$ cat src/rtl/ddr3_read_arbiter.sv
// ddr3_read_arbiter: shares the DDR3 EMIF read port between two one-beat readers and routes
// returned beats through a tag FIFO. Define DDR3_ARB_FIXED_PRIO_EN for fixed port-0 priority.
module ddr3_read_arbiter #(
  parameter int ADDR_W    = 22,
  parameter int DATA_W    = 256,
  parameter int MAX_OUTST = 16
) (
  input  logic                        ddr3_emif_clk,
  input  logic                        ddr3_emif_rst,
  input  logic                        r0_req,
  input  logic [ADDR_W-1:0]           r0_addr,
  output logic                        r0_ack,
  output logic [DATA_W-1:0]           r0_rdata,
  output logic                        r0_rdata_valid,
  input  logic                        r1_req,
  input  logic [ADDR_W-1:0]           r1_addr,
  output logic                        r1_ack,
  output logic [DATA_W-1:0]           r1_rdata,
  output logic                        r1_rdata_valid,
  input  logic                        ddr3_emif_ready,
  output logic                        ddr3_emif_read,
  output logic [ADDR_W-1:0]           ddr3_emif_addr,
  output logic [7:0]                  ddr3_emif_burst_count,
  input  logic [DATA_W-1:0]           ddr3_emif_read_data,
  input  logic                        ddr3_emif_rddata_valid,
  output logic [$clog2(MAX_OUTST):0]  outstanding,
  output logic                        err_unexpected
);

  localparam int PTR_W = $clog2(MAX_OUTST);
  localparam int CNT_W = PTR_W + 1;

  logic              cmd_valid;
  logic [ADDR_W-1:0] cmd_addr;
  logic              cmd_id;
`ifndef DDR3_ARB_FIXED_PRIO_EN
  logic              last_id;
`endif

  logic [MAX_OUTST-1:0] tag_mem;
  logic [PTR_W-1:0]     wr_ptr;
  logic [PTR_W-1:0]     rd_ptr;
  logic [CNT_W-1:0]     fifo_cnt;

  logic              accept;
  logic              pop;
  logic              unexpected;
  logic              slot_free;
  logic              room;
  logic [CNT_W-1:0]  post_pop;
  logic              grant;
  logic              grant_id;

  assign ddr3_emif_read        = cmd_valid;
  assign ddr3_emif_addr        = cmd_addr;
  assign ddr3_emif_burst_count = 8'd1;

  assign accept     = cmd_valid && ddr3_emif_ready;
  assign pop        = ddr3_emif_rddata_valid && (fifo_cnt != '0);
  assign unexpected = ddr3_emif_rddata_valid && (fifo_cnt == '0);
  assign slot_free  = !cmd_valid || accept;
  // A return in this cycle frees a slot for a grant in the same cycle.
  assign post_pop   = outstanding - {{PTR_W{1'b0}}, pop};
  assign room       = post_pop < CNT_W'(MAX_OUTST);

  always_comb begin
    grant    = 1'b0;
    grant_id = 1'b0;
    if (!ddr3_emif_rst && slot_free && room) begin
`ifdef DDR3_ARB_FIXED_PRIO_EN
      if (r0_req) begin
        grant    = 1'b1;
        grant_id = 1'b0;
      end else if (r1_req) begin
        grant    = 1'b1;
        grant_id = 1'b1;
      end
`else
      if (r0_req && r1_req) begin
        grant    = 1'b1;
        grant_id = !last_id;
      end else if (r0_req) begin
        grant    = 1'b1;
        grant_id = 1'b0;
      end else if (r1_req) begin
        grant    = 1'b1;
        grant_id = 1'b1;
      end
`endif
    end
  end

  assign r0_ack = grant && !grant_id;
  assign r1_ack = grant && grant_id;

  // Command register, tag FIFO control and outstanding count
  always_ff @(posedge ddr3_emif_clk) begin
    if (ddr3_emif_rst) begin
      cmd_valid   <= 1'b0;
      cmd_addr    <= '0;
      cmd_id      <= 1'b0;
`ifndef DDR3_ARB_FIXED_PRIO_EN
      last_id     <= 1'b1;
`endif
      wr_ptr      <= '0;
      rd_ptr      <= '0;
      fifo_cnt    <= '0;
      outstanding <= '0;
    end else begin
      if (grant) begin
        cmd_valid <= 1'b1;
        cmd_addr  <= grant_id ? r1_addr : r0_addr;
        cmd_id    <= grant_id;
`ifndef DDR3_ARB_FIXED_PRIO_EN
        last_id   <= grant_id;
`endif
      end else if (accept) begin
        cmd_valid <= 1'b0;
      end
      if (accept) wr_ptr <= wr_ptr + 1'b1;
      if (pop)    rd_ptr <= rd_ptr + 1'b1;
      case ({accept, pop})
        2'b10:   fifo_cnt <= fifo_cnt + 1'b1;
        2'b01:   fifo_cnt <= fifo_cnt - 1'b1;
        default: fifo_cnt <= fifo_cnt;
      endcase
      case ({grant, pop})
        2'b10:   outstanding <= outstanding + 1'b1;
        2'b01:   outstanding <= outstanding - 1'b1;
        default: outstanding <= outstanding;
      endcase
    end
  end

  always_ff @(posedge ddr3_emif_clk) begin
    if (accept) tag_mem[wr_ptr] <= cmd_id;
  end

  // Return stage: data to both ports, valid only to the tagged owner
  always_ff @(posedge ddr3_emif_clk) begin
    if (ddr3_emif_rst) begin
      r0_rdata       <= '0;
      r1_rdata       <= '0;
      r0_rdata_valid <= 1'b0;
      r1_rdata_valid <= 1'b0;
      err_unexpected <= 1'b0;
    end else begin
      r0_rdata_valid <= pop && !tag_mem[rd_ptr];
      r1_rdata_valid <= pop &&  tag_mem[rd_ptr];
      if (pop) begin
        r0_rdata <= ddr3_emif_read_data;
        r1_rdata <= ddr3_emif_read_data;
      end
      if (unexpected) err_unexpected <= 1'b1;
    end
  end

endmodule

$ cat config.mk
export PLATFORM = sky130hd
export DESIGN_NAME = ddr3_read_arbiter
export DESIGN_NICKNAME = d
export VERILOG_FILES = /design/src/rtl/ddr3_read_arbiter.sv
export SDC_FILE = /design/constraint.sdc
export NUM_CORES = 1
export LEC_CHECK = 0
export ABC_AREA = 1
export CAP_MARGIN = 5
export CORE_AREA = 5 5 335 337
export DETAILED_ROUTE_END_ITERATION = 16
export DIE_AREA = 0 0 340 342
export HOLD_SLACK_MARGIN = 0.1
export PLACE_DENSITY = 0.35
export SLEW_MARGIN = 10
export SYNTH_ARGS = -nofsm -noshare
export SYNTH_HDL_FRONTEND = slang
export SYNTH_SLANG_ARGS = --single-unit
$ cat constraint.sdc
create_clock -name ddr3_emif_clk -period 3.2 [get_ports ddr3_emif_clk]
set_input_delay 0.64 -clock ddr3_emif_clk [delete_from_list [all_inputs] [get_ports ddr3_emif_clk]]
set_output_delay 0.64 -clock ddr3_emif_clk [all_outputs]
set_load 0.005 [all_outputs]
Yosys cells after proc, flatten, opt, wreduce, memory -nomap -nowiden
Cells that the tools add are included.
{"block": "totals", "mem_bits_rw": 0, "word_cells": 67, "register_bits": 318, "latchBits": 0, "mem_bits_ro": 0, "memories": 0}
{"block": "classes", "n_div": 0, "addsub": 7, "reduce_logical": 22, "n_mux": 17, "n_shift": 0, "n_eq_ne": 4, "order_cmp": 4, "bitwise": 0, "mul": 0}
{"operator": "$mux W22", "n": 1}
{"operator": "$pmux W5 S2", "n": 2}
{"operator": "$bwmux W16", "n": 1}
{"operator": "$logic_and A1 B1 Y1", "n": 11}
{"operator": "$mux W1", "n": 11}
{"operator": "$add A5 B1 Y5 const B", "n": 2}
{"operator": "$lt A4 B5 Y1 const B", "n": 2}
{"operator": "$sub A5 B1 Y5 const B", "n": 2}
{"operator": "$add A4 B1 Y4 const B", "n": 2}
{"operator": "$reduce_bool A2 Y1", "n": 3}
{"operator": "$logic_not A1 Y1", "n": 5}
{"operator": "$logic_not A5 Y1", "n": 1}
{"operator": "$lt A5 B5 Y1 const B", "n": 1}
{"operator": "$reduce_bool A5 Y1", "n": 1}
{"operator": "$sub A5 B1 Y5", "n": 1}
{"operator": "$bmux W1 S4", "n": 1}
{"operator": "$demux W1 S4", "n": 1}
{"operator": "$eq A2 B1 Y1 const B", "n": 2}
{"operator": "$eq A2 B2 Y1 const B", "n": 2}
{"operator": "$ge A4 B1 Y1 const B", "n": 1}
{"operator": "$logic_or A1 B1 Y1", "n": 1}

Logic depth before layout (Yosys ltp)
{"block": "logic_depth", "word_depth": 8, "ltp_mapped": 19, "mapped_depth_nobuf": 18}

Worst setup path after synthesis
No wires, ideal clock.
{"block": "synth_path", "path_kind": "input port to flip-flop", "from": "input port ddr3_emif_ready", "to": "register outstanding[4]", "n_path_buf": 1, "setup_ps": 113, "t_required_ps": 3087, "path_slack_ps": 658, "stages": 16, "arrival_ps": 2429, "path_cell_list": "inv_1 -> a21oi_2 -> nand4_4 -> buf_6 -> ha_1 -> xor2_1 -> ha_1 -> inv_1 -> nand2_1 -> nand2_1 -> nor2_1 -> a21oi_1 -> o21ai_0 -> nand2_1 -> nand2_1 -> nor2_1"}
{"block": "synth_via", "elab_chain_cells": 7}
{"item": "from (decl)", "line": "20", "text": "input logic ddr3_emif_ready,"}
{"item": "$logic_and A1 B1 Y1 *", "line": "58", "text": "assign accept = cmd_valid && ddr3_emif_ready;"}
{"item": "$logic_or A1 B1 Y1 *", "line": "61", "text": "assign slot_free = !cmd_valid || accept;"}
{"item": "$logic_and A1 B1 Y1 * (2 in series)", "line": "69", "text": "if (!ddr3_emif_rst && slot_free && room) begin"}
{"item": "$mux W1 *", "line": "69"}
{"item": "$eq A2 B1 Y1 or $eq A2 B2 Y1 (tied branches)", "line": "127", "text": "case ({grant, pop})"}
{"item": "$pmux W5 S2 or $reduce_bool A2 Y1 (tied branches)"}
{"item": "to (signal assigned)", "line": "128", "text": "2'b10: outstanding <= outstanding + 1'b1;"}
{"item": "to (signal assigned)", "line": "129", "text": "2'b01: outstanding <= outstanding - 1'b1;"}
{"item": "to (signal assigned)", "line": "130", "text": "default: outstanding <= outstanding;"}
{"item": "to (decl)", "line": "26", "text": "output logic [$clog2(MAX_OUTST):0] outstanding,"}
Mark *: on every way between the ends. The rest lies on a longest branch, timed or not.
A chain may end at the register's enable or synchronous reset.

Final worst setup path
{"block": "layout_path", "from": "input port ddr3_emif_rddata_valid", "to": "output port r0_ack"}
{"block": "layout_via", "elab_chain_cells": 7}
{"item": "from (decl)", "line": "25", "text": "input logic ddr3_emif_rddata_valid,"}
{"item": "$logic_and A1 B1 Y1 *", "line": "59", "text": "assign pop = ddr3_emif_rddata_valid && (fifo_cnt != '0);"}
{"item": "$sub A5 B1 Y5 *", "line": "63", "text": "assign post_pop = outstanding - {{PTR_W{1'b0}}, pop};"}
{"item": "$lt A5 B5 Y1 *", "line": "64", "text": "assign room = post_pop < CNT_W'(MAX_OUTST);"}
{"item": "$logic_and A1 B1 Y1 *", "line": "69"}
{"item": "$mux W1", "line": "69"}
{"item": "$logic_not A1 Y1", "line": "93", "text": "assign r0_ack = grant && !grant_id;"}
{"item": "$logic_and A1 B1 Y1 *", "line": "93"}
{"item": "to (decl)", "line": "12", "text": "output logic r0_ack,"}
Marked as above.

==> flow_metrics.py <==
metrics = {
    "clock_tree": {
        "cts.clk_slew.worst_paths_ns": 0.05,
        "cts_setup_buffers": 0,
        "cts_sinks": 318,
        "numCtsBuffers": 43,
        "cts_resized": 0,
        "cts_tree": "done",
        "clockBufferDepth": 3,
        "postCtsHoldBufs": 0,
        "cts_max_level": 2,
        "clk_latency_ns": 0.59,
        "clockRootBuffer": "clkbuf_16",
    },
    "global_routing": {
        "grt_pass1_wl_um": 107800,
        "grt_max_degree": 163,
        "first_global_vias": 13760,
        "grt.total_usage": 0.1274,
        "antenna_found_initial": 9,
        "grt-ovfl-total": 0,
    },
    "layout": {
        "stdcell_area_um2": 23620,
        "final_util": 0.2176,
        "layout_commonest_cell": "clkdlybuf4s50_1",
        "area_growth_pct": 66.92,
        "final_nets": 2710,
        "drive_gt1_frac": 0.06023,
        "final_cell_mix": "850 x clkdlybuf4s50_1, 547 x nor2_1, 302 x dfxtp_1",
    },
    "yosys": {
        "avgSynthCellArea_um2": 7.735,
        "synth_cells": 1829,
        "ys_warn_count": 0,
        "syn_area_um2": 14150,
        "synth-main-ff-cell": "dfxtp_1",
        "synthTopCellsByArea": "dfxtp_1 43%, buf_4 15%, nor2_1 15%, o21ai_0 9.9%, edfxtp_1 3.4%",
        "synthArstFlopShare": 0,
        "synth-edff-count": 16,
        "yosys_register_bits": 318,
        "ys_types": 34,
        "yosys.area.top_type": "dfxtp_1",
        "synth_top_area_share": 0.4273,
        "ys_seq_area_frac": 0.4613,
    },
    "die": {
        "die-width_um": 340,
        "core-area_um2": 108600,
        "fp-row-count": 121,
        "ios": 859,
        "fp.dieH_um": 342,
        "start_util": 0.1303,
        "fp.dieArea_um2": 116300,
    },
    "sta": {
        "whs_ns": 0.4615,
        "fmax_ghz": 0.3259,
        "rsz0062_at_grt": "no",
        "maxSlewHeadroom": 0.1735,
        "fin_worst_skew_ns": 0.01923,
        "layout_min_cycle_time_ns": 3.068,
        "worst_slew_pin_slew_ns": 1.240,
        "maxSlewViolCount": 0,
        "hold_viol": 0,
        "setup_viol": 0,
        "period_share": 0.9588,
        "tns_ns": 0,
    },
    "route": {
        "first_iter_violations": 599,
        "post_drt_via_cell_ratio": 3.489,
        "drtPass1Iterations": 4,
        "wl_per_cell_um": 20.37,
        "wirelength_um": 78220,
        "drc_errors": 0,
        "ant_nets": 0,
        "vias": 13400,
    },
    "worst_hold_path": {
        "hold_path_depth": 2,
        "hp-class": "flop to flop",
        "hold_end": "fifo_cnt[4]",
        "min_from": "fifo_cnt[4]",
    },
    "power_and_ir_drop": {
        "p_total_mw": 22.06,
        "sw_frac_of_total": 0.3760,
        "p_seq_frac": 0.314,
        "p_int_mw": 13.77,
        "peakVddDrop_uv": 745.4,
        "power_frac_comb": 0.464,
        "net-switching-power_mw": 8.296,
        "power_density_nw_per_um2": 934.3,
        "p_leak_nw": 8.965,
        "p_clk_frac": 0.222,
    },
    "critical_path": {
        "worst-setup-path-type": "input pin to primary output",
        "rrSetupSlack_ns": 0.74,
        "cp-end-kind": "primary output",
        "ff2ff_path_depth": 17,
        "critPathArrivalTime_ns": 2.43,
        "reg2reg_to": "outstanding[4]",
        "r2r_start": "fifo_cnt[1]",
        "crit_fanout": 4,
        "cp-start-kind": "input pin",
        "required_ns": 2.56,
    },
    "placed_design": {
        "gp_congestion": 0.7591,
        "port_buffers": 850,
        "dp_hpwl_um": 60990,
        "placed_cell_area_um2": 22210,
    },
    "outcome": {
        "status": "finished, final reports clean",
    },
    "flow_run": {
        "cap_violations": 0,
    },
}
[power by group through the flow]
| stage | logic, mW | clock network, mW | registers, mW |
|---|---|---|---|
| floorplan | 5.09 | 0 | 6.44 |
| global placement | 10.5 | 0 | 7.07 |
| detailed placement | 10.5 | 0 | 7.08 |
| CTS | 10.6 | 5.18 | 7.02 |
| global route | 11.2 | 5.31 | 7.17 |
| finish | 10.2 | 4.89 | 6.93 |
[how the worst max path moves through the flow]
stage | start | endpoint | slack [ns] | cells after the start
final | ddr3_emif_rddata_valid | r0_ack | 0.13 | 6
after global routing | ddr3_emif_rddata_valid | r0_ack | 0.01 | 6
after CTS | ddr3_emif_rddata_valid | r0_ack | 0.08 | 6
after detailed placement | ddr3_emif_rddata_valid | outstanding[4] | 0.07 | 16
after global placement | ddr3_emif_rddata_valid | outstanding[4] | 0.03 | 16
after floorplan | ddr3_emif_ready | outstanding[4] | 0.66 | 16
[registers in the layout, indices dropped and copies added, names as in the netlist]
signal,cells
cmd_id,1
ddr3_emif_addr,22
ddr3_emif_read,1
err_unexpected,1
fifo_cnt,5
last_id,1
outstanding,5
r0_rdata_valid,1
r1_rdata,256
r1_rdata_valid,1
rd_ptr,4
tag_mem,16
wr_ptr,4
[cells in the mapped netlist (5+ instances only)]
library cell    n
buf_6           8
ha_1           12
edfxtp_1       16
dfxtp_1       302
nand3_1         5
inv_1          76
buf_4         276
o21ai_0       279
or2_2          22
buf_2          40
nand2_1       127
a21oi_1        30
a21oi_2        16
nor2_1        547
inv_2           5
clkbuf_1       37
[layer usage]
| metal | vias up | share of wire | GRT usage |
|---|---|---|---|
| met4 | 16 | 0.025 | 0.03752 |
| met5 | - | 0.0014 | 0 |
| met3 | 85 | 0.085 | 0.04646 |
| met1 | 6166 | 0.41 | 0.1515 |
| li1 | 6612 | - | - |
| met2 | 517 | 0.47 | 0.2155 |
[logic make-up after synthesis]
group / after synthesis / synth area share
and+or+nand+nor: 717 / 0.2020
buffers and inverters: 443 / 0.1986
AOI/OAI and AO/OA: 330 / 0.1218
DFF: 318 / 0.4613
adders and majority gates: 13 / 0.01203
xor gates and xnor gates: 6 / 0.003715
other: 2 / 0.0005308
[area by class of cell]
type | instances | area (um2)
clock buffer | 56 | 1205
tap | 1414 | 1769
timing repair buffer | 873 | 8756
fill | 12150 | 84940
antenna | 2 | 5.005
multi-input combinational | 1074 | 4842
inverter | 81 | 319.1
sequential | 318 | 6526
clock inverter | 22 | 192.7
[through the flow]
| step | setup WS (ns) | cells |
|---|---|---|
| floorplan | 0.6582 | 1835 |
| global placement | 0.03012 | 3760 |
| detailed placement | 0.07378 | 3760 |
| CTS | 0.08211 | 3838 |
| global route | 0.01008 | 3839 |
| finish | 0.1319 | 3840 |
[critical path, stage by stage]
cell and delay (ns):
clkdlybuf4s50_1 0.70, nand3_2 0.14, nand2_4 0.10, nand4_4 0.09, nor2_1 0.18, clkdlybuf4s50_1 0.57
No activity file was read; power rests on OpenSTA's default activity.
